### config.mk
export PLATFORM = sky130hd
export DESIGN_NAME = adder_tree_pipe
export DESIGN_NICKNAME = d
export VERILOG_FILES = /design/src/rtl/adder_tree_pkg.sv /design/src/rtl/adder_tree_stage.sv /design/src/rtl/adder_tree_pipe.sv
export SDC_FILE = /design/constraint.sdc
export NUM_CORES = 1
export LEC_CHECK = 0
export ABC_AREA = 1
export CAP_MARGIN = 20
export CORE_ASPECT_RATIO = 1.2
export CORE_MARGIN = 4
export CORE_UTILIZATION = 30
export DETAILED_ROUTE_END_ITERATION = 10
export MAX_ROUTING_LAYER = met4
export PLACE_DENSITY_LB_ADDON = 0.15
export SLEW_MARGIN = 20
export SYNTH_ARGS = -nofsm -noshare
export SYNTH_HDL_FRONTEND = slang
export SYNTH_HIERARCHICAL = 1
export SYNTH_SLANG_ARGS = --single-unit
### constraint.sdc
create_clock -name clk -period 2.3 [get_ports clk]
set_input_delay 0.345 -clock clk [delete_from_list [all_inputs] [get_ports clk]]
set_output_delay 0.345 -clock clk [all_outputs]
set_load 0.01 [all_outputs]
### src/rtl/adder_tree_pkg.sv
// Shared helpers for the pipelined adder tree.
// Provides the constant functions used to size the tree: level count,
// sum width, element count and bus offset per level. It also provides
// the lane extension function used at the tree input.
package adder_tree_pkg;

    // Wide enough for any lane or sum this block is expected to carry.
    localparam int EXT_W = 64;

    // Ceiling log2; clog2(0) = clog2(1) = 0.
    function automatic int clog2(input int value);
        int res;
        res = 32'sd0;
        for (int i = 0; i < 31; i++) begin
            if ((32'sd1 << i) < value) begin
                res = i + 32'sd1;
            end else begin
                res = res;
            end
        end
        return res;
    endfunction

    // Number of pipeline stages; a single lane still gets one register.
    function automatic int levels(input int bank);
        return (bank <= 32'sd1) ? 32'sd1 : clog2(bank);
    endfunction

    // Full-precision sum width; cannot overflow.
    function automatic int sum_width(input int word, input int bank);
        return word + clog2(bank);
    endfunction

    // Elements present at tree level k: ceil(bank / 2^k).
    function automatic int level_count(input int bank, input int k);
        return (bank + (32'sd1 << k) - 32'sd1) >> k;
    endfunction

    // Element offset of level k inside the flattened tree bus.
    function automatic int level_offset(input int bank, input int k);
        int acc;
        acc = 32'sd0;
        for (int j = 0; j < k; j++) begin
            acc = acc + level_count(bank, j);
        end
        return acc;
    endfunction

    // Extend the low 'word' bits of lane to EXT_W, sign or zero filled.
    function automatic logic [EXT_W-1:0] lane_ext(input logic [EXT_W-1:0] lane,
                                                  input int              word,
                                                  input logic            sgn);
        logic [EXT_W-1:0] keep;
        logic             msb;
        logic [EXT_W-1:0] res;
        keep = ~({EXT_W{1'b1}} << word);
        msb  = |(lane & (EXT_W'(1) << (word - 32'sd1)));
        if (sgn && msb) begin
            res = lane | ~keep;
        end else begin
            res = lane & keep;
        end
        return res;
    endfunction

endpackage

### src/rtl/adder_tree_stage.sv
// One level of the adder tree: N elements in, ceil(N/2) registered out.
// Ports:
//   clk_i, rst_i          clock, synchronous active-high reset
//   up_valid_i/up_ready_o handshake with the previous level (or block input)
//   up_data_i, up_tag_i   N packed elements and their tag
//   dn_valid_o/dn_ready_i handshake with the next level (or block output)
//   dn_data_o, dn_tag_o   ceil(N/2) packed registered sums and tag
module adder_tree_stage
    import adder_tree_pkg::*;
#(
    parameter int N         = 2,
    parameter int WIDTH     = 10,
    parameter int TAG_WIDTH = 1
) (
    input  logic                         clk_i,
    input  logic                         rst_i,
    input  logic                         up_valid_i,
    output logic                         up_ready_o,
    input  logic [N*WIDTH-1:0]           up_data_i,
    input  logic [TAG_WIDTH-1:0]         up_tag_i,
    output logic                         dn_valid_o,
    input  logic                         dn_ready_i,
    output logic [((N+1)/2)*WIDTH-1:0]   dn_data_o,
    output logic [TAG_WIDTH-1:0]         dn_tag_o
);

    localparam int M = (N + 1) / 2;

    logic                 valid_q, valid_d;
    logic [M*WIDTH-1:0]   data_q,  data_d;
    logic [TAG_WIDTH-1:0] tag_q,   tag_d;
    logic [M*WIDTH-1:0]   sum_s;
    logic                 load_s;

    // A stage can take new data when empty or when its content leaves now.
    assign up_ready_o = !valid_q || dn_ready_i;
    assign load_s     = up_valid_i && up_ready_o;

    // Pairwise adders; a trailing odd element passes through as if added to 0.
    for (genvar j = 0; j < M; j++) begin : g_pair
        if (2 * j + 1 < N) begin : g_add
            assign sum_s[j*WIDTH +: WIDTH] = up_data_i[(2*j)*WIDTH +: WIDTH]
                                           + up_data_i[(2*j+1)*WIDTH +: WIDTH];
        end else begin : g_fwd
            assign sum_s[j*WIDTH +: WIDTH] = up_data_i[(2*j)*WIDTH +: WIDTH];
        end
    end

    // Next-state: data only moves on a load; valid drops on hand-off alone.
    always_comb begin
        valid_d = valid_q;
        data_d  = data_q;
        tag_d   = tag_q;
        if (load_s) begin
            valid_d = 1'b1;
            data_d  = sum_s;
            tag_d   = up_tag_i;
        end else if (dn_ready_i) begin
            valid_d = 1'b0;
        end else begin
            valid_d = valid_q;
        end
    end

    // Stage registers with synchronous reset.
    always_ff @(posedge clk_i) begin
        if (rst_i) begin
            valid_q <= 1'b0;
            data_q  <= '0;
            tag_q   <= '0;
        end else begin
            valid_q <= valid_d;
            data_q  <= data_d;
            tag_q   <= tag_d;
        end
    end

    assign dn_valid_o = valid_q;
    assign dn_data_o  = data_q;
    assign dn_tag_o   = tag_q;

endmodule

### src/rtl/adder_tree_pipe.sv
// Pipelined, flow-controlled reduction of BANK_SIZE lanes to one sum.
// Ports:
//   clk, rst             clock, synchronous active-high reset
//   in_valid/in_ready    operand-set handshake
//   in_data, in_tag      packed lanes (lane i at [i*WORD_SIZE +: WORD_SIZE]) and tag
//   out_valid/out_ready  sum handshake
//   out_data, out_tag    full-precision sum and the tag of its operand set
module adder_tree_pipe
    import adder_tree_pkg::*;
#(
    parameter int  WORD_SIZE = 8,
    parameter int  BANK_SIZE = 4,
    parameter int  SIGNED    = 0,
    parameter int  TAG_WIDTH = 1,
    localparam int LEVELS    = levels(BANK_SIZE),
    localparam int OUT_WIDTH = sum_width(WORD_SIZE, BANK_SIZE)
) (
    input  logic                          clk,
    input  logic                          rst,
    input  logic                          in_valid,
    output logic                          in_ready,
    input  logic [WORD_SIZE*BANK_SIZE-1:0] in_data,
    input  logic [TAG_WIDTH-1:0]          in_tag,
    output logic                          out_valid,
    input  logic                          out_ready,
    output logic [OUT_WIDTH-1:0]          out_data,
    output logic [TAG_WIDTH-1:0]          out_tag
);

    // Every level's elements live side by side in one flat bus; level k
    // starts at element level_offset(BANK_SIZE, k).
    localparam int BUS_W   = OUT_WIDTH * level_offset(BANK_SIZE, LEVELS + 1);
    localparam int OUT_OFF = OUT_WIDTH * level_offset(BANK_SIZE, LEVELS);

    logic [BUS_W-1:0]     tree_s;
    logic                 vld_s [LEVELS+1];
    logic                 rdy_s [LEVELS+1];
    logic [TAG_WIDTH-1:0] tag_s [LEVELS+1];

    // Level 0: each lane widened to the final sum width.
    for (genvar i = 0; i < BANK_SIZE; i++) begin : g_ext
        assign tree_s[i*OUT_WIDTH +: OUT_WIDTH] =
            OUT_WIDTH'(lane_ext(EXT_W'(in_data[i*WORD_SIZE +: WORD_SIZE]),
                                WORD_SIZE, SIGNED != 0));
    end

    assign vld_s[0]      = in_valid;
    assign tag_s[0]      = in_tag;
    assign rdy_s[LEVELS] = out_ready;

    for (genvar k = 0; k < LEVELS; k++) begin : g_stage
        localparam int N_K     = level_count(BANK_SIZE, k);
        localparam int M_K     = level_count(BANK_SIZE, k + 1);
        localparam int OFF_IN  = OUT_WIDTH * level_offset(BANK_SIZE, k);
        localparam int OFF_OUT = OUT_WIDTH * level_offset(BANK_SIZE, k + 1);

        adder_tree_stage #(
            .N         (N_K),
            .WIDTH     (OUT_WIDTH),
            .TAG_WIDTH (TAG_WIDTH)
        ) u_stage (
            .clk_i      (clk),
            .rst_i      (rst),
            .up_valid_i (vld_s[k]),
            .up_ready_o (rdy_s[k]),
            .up_data_i  (tree_s[OFF_IN +: N_K*OUT_WIDTH]),
            .up_tag_i   (tag_s[k]),
            .dn_valid_o (vld_s[k+1]),
            .dn_ready_i (rdy_s[k+1]),
            .dn_data_o  (tree_s[OFF_OUT +: M_K*OUT_WIDTH]),
            .dn_tag_o   (tag_s[k+1])
        );
    end

    assign in_ready  = rdy_s[0];
    assign out_valid = vld_s[LEVELS];
    assign out_data  = tree_s[OUT_OFF +: OUT_WIDTH];
    assign out_tag   = tag_s[LEVELS];

endmodule

# After elaboration in Yosys (flattened, before gate mapping)
# Index checks and enable logic that the tools add are counted.
dict set report totals {
  reg_bits 34
  out_inout_bits 13
  word_cells 21
  input_bits 37
}
dict set report classes {
  reduce_logical 8
  addsub 3
  mux 4
}
# operator n
set op_table {}
lappend op_table {{$add A8 B8 Y9} 2}
lappend op_table {{$add A10 B10 Y10} 1}
lappend op_table {{$mux W1} 4}
lappend op_table {{$reduce_bool A2 Y1} 2}
lappend op_table {{$logic_and A1 B1 Y1} 2}
lappend op_table {{$logic_not A1 Y1} 2}
lappend op_table {{$logic_or A1 B1 Y1} 2}

# Depth between registers and ports, before layout
# Gate-level depths: netlist of run 1.
dict set report logic_depth {
  ltp_word 5
  depth_mapped 12
  ltp_nobuf 12
}

# Hierarchy
# The synthesis of run 1 kept the hierarchy.
# module n_inst area_per_inst_um2 seq_area_each_um2 cells_each
set modules_own_cells {}
lappend modules_own_cells {{adder_tree_stage (g_stage[0].u_stage)} 1 1744.2 440.4 264}
lappend modules_own_cells {{adder_tree_stage (g_stage[1].u_stage)} 1 913.4 240.2 142}
lappend modules_own_cells {adder_tree_pipe 1 3.8 0.0 1}

# Worst setup path after synthesis of run 1
# Ideal clock, no wire load.
dict set report synth_timing {
  path_kind {input port to flip-flop}
  from {in in_data[16]}
  to {reg g_stage[0].u_stage.data_q[16]}
  setup_time_ns 0.113
  required_time_ns 2.187
  n_path_buf 0
  t_arrival_ns 1.491
  path_stages 9
  setup_slack_ns 0.696
  path_cell_list {ha_1 inv_1 fa_1 o21ai_2 nand2_1 nand3_1 nand2_1 o21ai_1 inv_1}
}
dict set report synth_via {
  elab_chain_len 1
}
# element line
set synth_rtl {}
lappend synth_rtl {{start, declared} adder_tree_pipe.sv:22} ;# input logic [WORD_SIZE*BANK_SIZE-1:0] in_data,
lappend synth_rtl {{$add A8 B8 Y9} adder_tree_stage.sv:43} ;# + up_data_i[(2*j+1)*WIDTH +: WIDTH];
lappend synth_rtl {{end signal, assigned} adder_tree_stage.sv:73} ;# data_q <= data_d;
lappend synth_rtl {{end, declared} adder_tree_stage.sv:30} ;# logic [M*WIDTH-1:0] data_q, data_d;
# No other way between the ends.
# A chain may end at the register's enable or synchronous reset.

==> reports/metrics.cfg, run 1 <==
[layout]
area_delta_synth_final_pct=28.1
fillerInstances=942
n_antenna_cell=0
drive_gt1_frac=0.0538
nets=531
fin_util=0.396

[power_and_ir_drop]
internal_power_mw=1.33
pwr_density_cell_nw_per_um2=559
pwr-share-seq=0.351
switching_share=0.302
p_leak_nw=1.75
comb_power_share=0.301
peakVddDrop_mv=0.253
p_clk_frac=0.349
power.total_mw=1.91
p_sw_mw=0.575

[detailed_routing]
wl_per_cell_um=10.2
vias=2522
drtPass1Iterations=4
vias_per_cell=4.33
drtIter0Drc=68
drcViolationCount=0
postRouteAntennaNets=0
wl_um=5940

[logic_synthesis]
synthTopCellsByCount=nand2_1, nor2_1, inv_1
synth_area_um2=2660
syn-instance-count=407
yosysUniqueCellTypes=29
yosysWarnings=6
yosysTopAreaCellShare=0.256
ys_ff_latch=34
yosysTopAreaCell=dfxtp_1
yosysMostFrequentCell=nand2_1
ys_top_cells_by_area=dfxtp_1, nand2_1, ha_1
synth.avg_cell_area_um2=6.54
seq_area_frac_synth=0.256
synth_edf_count=0
synthFlopType=dfxtp_1
async_reset_ff_frac=0

[floorplanning]
core_area_um2=8610
initial_utilization=0.309
die_height_um=111
pin_count=50
die_x_um=94.0
dieArea_um2=10400
rows=37

[placed_design]
hpwl_um=4800
gp_routability_congestion=0.826
port_buffers=49

[clock_tree]
cts-root-to-sink-buffers=2
cts_setup_buffers=0
cts.clk_slew.worst_paths_ns=0.08
cts.sinks=34
cts_made_buffers=5
cts_hold_buffers=0
clock_latency_ns=0.29
cts_resized=0
cts-root-buf=clkbuf_8
htree_levels=2
cts_tree=done

[worst_setup_path]
critical_path_buf_inv_count=4
criticalPathCategory=input port to primary output
end_kind=primary output
cp_slowest_cell=clkdlybuf4s50_1
reg2reg_depth=11
crit_fanout=3
cp_top_family=buffers and inverters
cp.depth=6
worstPathRequired_ns=1.96
crit_chain=clkdlybuf4s50_1 > inv_1 > nand2_1 > inv_1 > nand2_2 > clkdlybuf4s50_1
cpPeakStageDelay_ns=0.54
critPathLaunchType=input port
crit_arrival_ns=1.63

[job]
maxCapViolCount=0

[grt]
grt_pass1_vias=2359
grt_max_degree=36
antenna_found_initial=0
grt_pass1_wl_um=10200
grt_use_total=0.121
grt_remaining_overflow=0

[min_path]
holdPathStages=2
holdCritPathClass=flip-flop to flip-flop

[timing]
fin_crit_sh=0.859
setup_viol=0
rsz0062_at_grt=no
fmax_ghz=0.506
final-hold-violation-count=0
tns_ns=0
period_needed_ns=1.98
slew_violations=0
finClkSkew_ns=0.00464

[outcome]
outcome=finished clean

## worst paths after layout
kind                            slack [ns]                             from                              end
worst max-delay path                  0.32                        out_ready                         in_ready
worst min-delay path                  0.47      g_stage[0].u_stage/dn_tag_o      g_stage[0].u_stage/dn_tag_o
worst max register to register        0.52  g_stage[0].u_stage/dn_data_o[0]  g_stage[1].u_stage/dn_data_o[6]
worst min register to register        0.47      g_stage[0].u_stage/dn_tag_o      g_stage[0].u_stage/dn_tag_o
## cell usage in the layout, fill, tap and decap left out, types with 4 or more instances in the layout
cell               n
nand2_1          102
nor2_1            65
inv_1             61
clkdlybuf4s50_1   49
dfxtp_1           34
nand3_1           33
ha_1              27
a21oi_1           23
xor2_1            11
conb_1             8
a211oi_1           6
clkbuf_8           5
o21ai_0            5
o21ai_1            4
## worst reg2reg max path: cells and delay by family, from the launching register on
family / cells / cell delay, ns
and+or+nand+nor: 5 / 0.39
buffers and inverters: 3 / 0.16
adders and majority gates: 2 / 0.59
DFF: 1 / 0.34
AOI/OAI and AO/OA: 1 / 0.20
## cell families after synthesis
kind of cell             after synthesis  share of synthesized area
adder cells (fa/ha/maj)               30                      0.150
flip-flops                            34                      0.256
AND/OR/NAND/NOR                      210                      0.324
XOR/XNOR                              11                     0.0362
buffers and inverters                 71                      0.115
other                                  1                    0.00141
AO/OA/AOI/OAI                         50                      0.118
## layout make-up
type                    instances  area, um2  share of cell area
clock buffers                   5       68.8              0.0202
clock inverters                 3       68.8              0.0202
inverters                      64        245              0.0719
multi-input cells             309       1700               0.499
flip-flops and latches         34        681               0.200
well taps                     117        146              0.0429
repair buffers                 50        498               0.146
## flip-flops by register name, indices dropped and copies added (netlist names)
register and cells:
g_stage.u_stage/dn_tag_o 2, g_stage.u_stage/dn_valid_o 2, g_stage.u_stage/dn_data_o 30
## per-layer routing
metal  vias up  GRT usage  share of wire
met4         0     0.0376          0.015
met5         -          -              0
met1      1081      0.147           0.48
met3         9     0.0190          0.038
met2        40      0.203           0.47
li1       1392          -              -
## power by group through the flow
stage	clock network [mW]	logic (mW)	registers, mW
3_5_place_dp	0	0.570	0.683
5_1_grt	0.708	0.659	0.675
6_report	0.664	0.573	0.668
2_1_floorplan	0	0.393	0.682
3_3_place_gp	0	0.566	0.682
4_1_cts	0.689	0.573	0.670
## stage by stage
| stage | hold slack, ns | setup WS (ns) | area (um2) | std cells |
|---|---|---|---|---|
| 6_report | 0.469 | 0.324 | 3410 | 582 |
| 5_1_grt | 0.490 | 0.256 | 3410 | 582 |
| 4_1_cts | 0.474 | 0.312 | 3410 | 582 |
| 3_5_place_dp | 0.461 | 0.0626 | 3270 | 574 |
| 3_3_place_gp | 0.456 | 0.134 | 3270 | 574 |
| 2_1_floorplan | 0.438 | 0.696 | 2690 | 414 |
Power figures use the tool's default switching activity.
==> inputs of run 2 (changes only) <==
Settings changed: SKIP_CTS_REPAIR_TIMING from default to 1.
==> results of run 2 <==
Final layout, timing and power as in run 1 (identical DEF).
